$ cat config.mk
export PLATFORM = sky130hd
export DESIGN_NAME = wave_sequencer
export DESIGN_NICKNAME = d
export VERILOG_FILES = /design/src/rtl/wave_sequencer.sv
export SDC_FILE = /design/constraint.sdc
export NUM_CORES = 1
export LEC_CHECK = 0
export CORE_ASPECT_RATIO = 1.25
export CORE_UTILIZATION = 51
export DETAILED_ROUTE_END_ITERATION = 16
export PLACE_DENSITY_LB_ADDON = 0.25
export SLEW_MARGIN = 20
export SYNTH_ARGS = -nofsm -noshare
export SYNTH_HDL_FRONTEND = slang
export SYNTH_SLANG_ARGS = --single-unit
$ cat constraint.sdc
create_clock -name clk -period 2.35 [get_ports clk]
set_input_delay 0.3525 -clock clk [delete_from_list [all_inputs] [get_ports clk]]
set_output_delay 0.3525 -clock clk [all_outputs]
set_load 0.02 [all_outputs]
$ cat src/rtl/wave_sequencer.sv
// Program-table scheduler driving the waveform generator select, phase clear and period ticks.
// Optional periods_total status counter is built only when WAVE_SEQ_STATUS_EN is defined.
module wave_sequencer #(
  parameter int unsigned DEPTH      = 4,
  parameter int unsigned AW         = 2,
  parameter int unsigned CNT_W      = 8,
  parameter int unsigned SQ_PERIOD  = 20,
  parameter int unsigned SAW_PERIOD = 21,
  parameter int unsigned TRI_PERIOD = 40
) (
  input  logic             clk,
  input  logic             rst_n,
  input  logic             cfg_wr,
  input  logic [AW-1:0]    cfg_addr,
  input  logic [1:0]       cfg_wave,
  input  logic [CNT_W-1:0] cfg_reps,
  input  logic             cfg_last,
  input  logic             start,
  input  logic             stop,
  input  logic             loop_en,
  output logic [1:0]       wave_sel,
  output logic             gen_clr,
  output logic             period_tick,
  output logic [AW-1:0]    seg_idx,
  output logic             busy,
  output logic             done,
  output logic [15:0]      periods_total
);

  localparam int unsigned PMAX = (SQ_PERIOD > SAW_PERIOD) ?
                                 ((SQ_PERIOD > TRI_PERIOD) ? SQ_PERIOD : TRI_PERIOD) :
                                 ((SAW_PERIOD > TRI_PERIOD) ? SAW_PERIOD : TRI_PERIOD);
  localparam int unsigned PW = $clog2(PMAX + 1);

  typedef enum logic [1:0] {StIdle, StLoad, StRun, StDone} state_e;

  state_e           state_q, state_d;
  logic [AW-1:0]    idx_q, idx_d;
  logic [1:0]       wave_q, wave_d;
  logic [CNT_W-1:0] reps_q, reps_d;
  logic             last_q, last_d;
  logic [PW-1:0]    phase_q, phase_d;
  logic [CNT_W-1:0] rep_q, rep_d;
  logic             stop_pend_q, stop_pend_d;

  logic [1:0]       tbl_wave [DEPTH];
  logic [CNT_W-1:0] tbl_reps [DEPTH];
  logic             tbl_last [DEPTH];

  logic [PW-1:0]    period_m1;
  logic             tick, stop_now, entry_last, advance, seg_last;

  always_ff @(posedge clk or negedge rst_n) begin
    if (!rst_n) begin
      for (int i = 0; i < int'(DEPTH); i++) begin
        tbl_wave[i] <= 2'b11;
        tbl_reps[i] <= '0;
        tbl_last[i] <= 1'b1;
      end
    end else if (cfg_wr && state_q == StIdle) begin
      tbl_wave[cfg_addr] <= cfg_wave;
      tbl_reps[cfg_addr] <= cfg_reps;
      tbl_last[cfg_addr] <= cfg_last;
    end
  end

  // Select 2'b11 is silence: a one-cycle period so reps counts plain cycles.
  always_comb begin
    case (wave_q)
      2'b00:   period_m1 = PW'(SQ_PERIOD - 1);
      2'b01:   period_m1 = PW'(SAW_PERIOD - 1);
      2'b10:   period_m1 = PW'(TRI_PERIOD - 1);
      default: period_m1 = '0;
    endcase
  end

  assign tick       = (state_q == StRun) && (phase_q == period_m1);
  assign stop_now   = stop || stop_pend_q;
  assign entry_last = tbl_last[idx_q] || (idx_q == AW'(DEPTH - 1));

  always_comb begin
    state_d     = state_q;
    idx_d       = idx_q;
    wave_d      = wave_q;
    reps_d      = reps_q;
    last_d      = last_q;
    phase_d     = phase_q;
    rep_d       = rep_q;
    stop_pend_d = stop_pend_q || (stop && (state_q == StLoad || state_q == StRun));
    advance     = 1'b0;
    seg_last    = last_q;
    unique case (state_q)
      StIdle: begin
        stop_pend_d = 1'b0;
        if (start && !stop) begin
          state_d = StLoad;
          idx_d   = '0;
        end
      end
      StLoad: begin
        wave_d   = tbl_wave[idx_q];
        reps_d   = tbl_reps[idx_q];
        last_d   = entry_last;
        seg_last = entry_last;
        phase_d  = '0;
        rep_d    = '0;
        if (stop_now)                    state_d = StDone;
        else if (tbl_reps[idx_q] == '0) advance = 1'b1;
        else                             state_d = StRun;
      end
      StRun: begin
        if (tick) begin
          phase_d = '0;
          rep_d   = rep_q + 1'b1;
          if (stop_now)                        state_d = StDone;
          else if (rep_q == reps_q - 1'b1)     advance = 1'b1;
        end else begin
          phase_d = phase_q + 1'b1;
        end
      end
      StDone: begin
        state_d     = StIdle;
        stop_pend_d = 1'b0;
      end
      default: state_d = StIdle;
    endcase
    // Stop has already been excluded whenever advance is raised.
    if (advance) begin
      if (!seg_last) begin
        state_d = StLoad;
        idx_d   = idx_q + 1'b1;
      end else if (loop_en) begin
        state_d = StLoad;
        idx_d   = '0;
      end else begin
        state_d = StDone;
      end
    end
  end

  always_ff @(posedge clk or negedge rst_n) begin
    if (!rst_n) begin
      state_q     <= StIdle;
      idx_q       <= '0;
      wave_q      <= 2'b11;
      reps_q      <= '0;
      last_q      <= 1'b1;
      phase_q     <= '0;
      rep_q       <= '0;
      stop_pend_q <= 1'b0;
    end else begin
      state_q     <= state_d;
      idx_q       <= idx_d;
      wave_q      <= wave_d;
      reps_q      <= reps_d;
      last_q      <= last_d;
      phase_q     <= phase_d;
      rep_q       <= rep_d;
      stop_pend_q <= stop_pend_d;
    end
  end

  always_comb begin
    wave_sel = 2'b11;
    if (state_q == StLoad)     wave_sel = tbl_wave[idx_q];
    else if (state_q == StRun) wave_sel = wave_q;
  end

  assign gen_clr     = (state_q == StLoad);
  assign period_tick = tick;
  assign seg_idx     = idx_q;
  assign busy        = (state_q == StLoad) || (state_q == StRun);
  assign done        = (state_q == StDone);

`ifdef WAVE_SEQ_STATUS_EN
  logic [15:0] ptot_q;

  always_ff @(posedge clk or negedge rst_n) begin
    if (!rst_n) begin
      ptot_q <= '0;
    end else if (state_q == StIdle && start && !stop) begin
      ptot_q <= '0;
    end else if (tick && ptot_q != 16'hFFFF) begin
      ptot_q <= ptot_q + 16'd1;
    end
  end

  assign periods_total = ptot_q;
`else
  assign periods_total = '0;
`endif

endmodule

==> results.py <==
metrics = {
    "sta": {
        "finalSetupViolations": 4,
        "layout_min_cycle_time_ns": 2.51,
        "fin_skew_ns": 0.00688,
        "fin_ws_ns": -0.162,
        "rsz0062_at_grt": "yes",
        "fmax_mhz": 398,
        "finalMaxSlewViolations": 0,
        "hold_viol_final": 0,
        "timing.final.crit_share_pct": 107,
    },
    "global_routing": {
        "grt.met3_usage_pct": 4.50,
        "busiest_layer": "met2",
        "grt_usage_pct": 21.4,
        "grt_overflow": 0,
        "use_met1_pct": 27.4,
        "grt_pass1_vias": 2776,
        "grt_antenna_before_repair": 0,
        "grtUsageMet2_pct": 35.1,
        "grt_max_degree": 60,
        "grt_pass1_wl_um": 13100,
    },
    "pwr": {
        "power_uw": 6450,
        "power_frac_seq_pct": 34.5,
        "switching_share_pct": 34.7,
        "ir_worst_vdd_mv": 0.660,
        "pwr-share-comb_pct": 46.9,
        "power_leakage_uw": 0.00212,
        "p_per_area_nw_per_um2": 1310,
        "internal_power_uw": 4220,
        "p_clk_share_pct": 18.6,
        "p_switching_uw": 2240,
    },
    "setup_path": {
        "end_kind": "flop",
        "r2r-start": "wave_q[0]",
        "critPathLaunchType": "flop",
        "arrival_ns": 2.74,
        "critPathKind": "reg2reg",
        "cpMaxStageDelayCell": "dfstp_2",
        "startpoint": "wave_q[0]",
        "critPathMaxFanout": 4,
        "required_ns": 2.58,
        "crit_chain": "inv_4, ha_4, xnor2_2, nand4_1, or3_4, buf_6, or4_4, o211ai_1, o31ai_2",
        "critical-path-max-stage-delay_ns": 0.56,
    },
    "synthesis": {
        "synthDistinctLibCells": 53,
        "yosys.area.top_type": "dfrtp_1",
        "synth_top_area_share_pct": 36.7,
        "synth-async-reset-ratio_pct": 100,
        "synth-edff-count": 0,
        "yosysMostFrequentCell": "dfrtp_1",
        "ys_seq_area_share_pct": 46.5,
        "synth.area.top_cells": "dfrtp_1 37%, mux2_2 14%, dfstp_2 9.8%",
        "ys_ff_latch": 74,
        "ys_warn_count": 0,
        "synth_area_per_cell_um2": 11.8,
        "synthCells": 340,
        "synth_ff_type": "dfrtp_1",
        "synth.top_cells.by_count": "59 x dfrtp_1, 50 x mux2_2, 23 x nand2_1",
        "syn_area_um2": 4020,
    },
    "outcome": {
        "status": "complete, but fails checks",
        "violations": "setup timing",
    },
    "floorplanning": {
        "initial_utilization_pct": 53.7,
        "die_area_um2": 8250,
        "die_h_um": 101,
        "io_pins": 43,
        "fp.coreArea_um2": 7490,
        "die_x_um": 81.4,
        "rows": 35,
    },
    "flow_run": {
        "max_cap_violations": 0,
    },
    "cells_and_area": {
        "fillers": 571,
        "syn_to_final_growth_pct": 22.3,
        "final_cell_area_um2": 4920,
        "diodes": 0,
        "final_nets": 433,
        "layout-drive-gt1-share_pct": 37.5,
    },
    "detailed_routing": {
        "ant_nets": 0,
        "drtPass1Iterations": 4,
        "wire_per_inst_um": 16.2,
        "routed_wl_um": 8060,
        "drt-initial-drc-count": 124,
        "vias": 2754,
        "drc": 0,
        "routed_via_density": 5.54,
    },
    "placement": {
        "place_ws_ns": -0.158,
        "gp_congestion": 0.834,
        "hpwl_um": 5520,
        "io_buffers": 26,
        "place_area_um2": 4540,
    },
    "clock_network": {
        "clk_latency_ns": 0.35,
        "htreeDepth": 3,
        "cts.clk_slew.worst_paths_ns": 0.08,
        "cts_root_buffer": "clkbuf_8",
        "cts_tree": "yes",
        "ctsLongestPathBuffers": 2,
        "clock-sinks": 74,
        "cts_buffers": 9,
    },
    "hold_path": {
        "hp-class": "in2async",
    },
}
==> flip-flops by register name, indices dropped and copies added, names as in the netlist <==
name	cells
stop_pend_q	1
tbl_wave	8
phase_q	6
last_q	1
tbl_last	4
wave_q	2
seg_idx	2
state_q	2
reps_q	8
tbl_reps	32
rep_q	8
==> layout by cell type, fill, tap and decap left out, types with 4 or more instances in the layout <==
| master | count |
|---|---|
| clkbuf_8 | 9 |
| nand2b_1 | 4 |
| o21ai_1 | 4 |
| mux4_2 | 9 |
| dfstp_2 | 15 |
| dfrtp_1 | 59 |
| nand4_1 | 7 |
| ha_1 | 13 |
| inv_1 | 11 |
| buf_4 | 31 |
| clkdlybuf4s50_1 | 22 |
| mux2_2 | 50 |
| o21ai_0 | 13 |
| nand3_1 | 4 |
| a21oi_1 | 5 |
| nor2_1 | 16 |
| conb_1 | 16 |
| xor2_1 | 6 |
| xnor2_1 | 9 |
| nand2_1 | 22 |
==> timing repair <==
item / in CTS / in global routing
buffers inserted: 3 / 3
endpoints found under the hold margin: 5 / 0
pin swaps: 2 / 8
hold buffers: 1 / 0
gates resized for setup: 18 / 19
setup endpoints to repair: 7 / 8
==> power by group through the flow <==
| stage | clock network, uW | logic, uW | registers (uW) |
|---|---|---|---|
| after floorplan | 0 | 1970 | 2170 |
| after global placement | 0 | 2810 | 2200 |
| after detailed placement | 0 | 2880 | 2230 |
| after CTS | 1220 | 2920 | 2210 |
| after global routing | 1280 | 3290 | 2290 |
| final | 1200 | 3030 | 2230 |
==> per-layer routing <==
layer	part of all wire (%)	vias up
li1	-	1319
met5	0	-
met4	1.4	0
met2	51	34
met3	2.6	9
met1	45	1392
==> through the flow <==
stage | utilization, % | setup TNS (ns) | hold slack, ns | cells
after floorplan | - | 0 | 0.0569 | 355
after global placement | 60.6 | -0.220 | 0.289 | 474
after detailed placement | 60.6 | -0.556 | 0.302 | 474
after CTS | 64.6 | -0.143 | 0.460 | 494
after global routing | 65.7 | -0.988 | 0.490 | 497
final | 65.7 | -0.536 | 0.456 | 497
==> logic make-up after synthesis <==
family | count (synthesis) | share of synthesized area, %
simple gates | 83 | 11.4
flops | 74 | 46.5
mux | 62 | 20.6
compound gates | 46 | 7.46
buf+inv | 43 | 5.94
xor+xnor | 17 | 3.70
fa+ha+maj | 14 | 4.35
other cells | 1 | 0.0932
==> path summary, 6_finish.rpt <==
check                               endpoint  slack [ns]  cells past startpoint
worst max-delay path              seg_idx[0]       -0.16                      9
worst min-delay path              phase_q[5]        0.46                      2
worst max register to register    seg_idx[0]       -0.16                      9
worst min register to register  tbl_reps[12]        0.51                      1
max in group asynchronous        tbl_last[3]        1.21                      3
min in group clk                tbl_reps[12]        0.51                      1
==> cell type report <==
class	count	area [um^2]	area share, %
Clock inverter	7	116	2.36
Multi-Input combinational cell	238	2070	42.0
Timing Repair Buffer	63	572	11.6
Tap cell	92	115	2.34
Inverter	14	57.6	1.17
Sequential cell	74	1870	38.0
Clock buffer	9	124	2.52
==> critical path: cells and delay by family, from the launching register on <==
family | cells | cell delay (ns)
buffers and inverters | 2 | 0.19
AND/OR/NAND/NOR | 3 | 0.94
adder cells (fa/ha/maj) | 1 | 0.24
AO/OA/AOI/OAI | 2 | 0.32
flip-flops | 1 | 0.56
XOR/XNOR | 1 | 0.13
(Power assumes the default switching activity.)
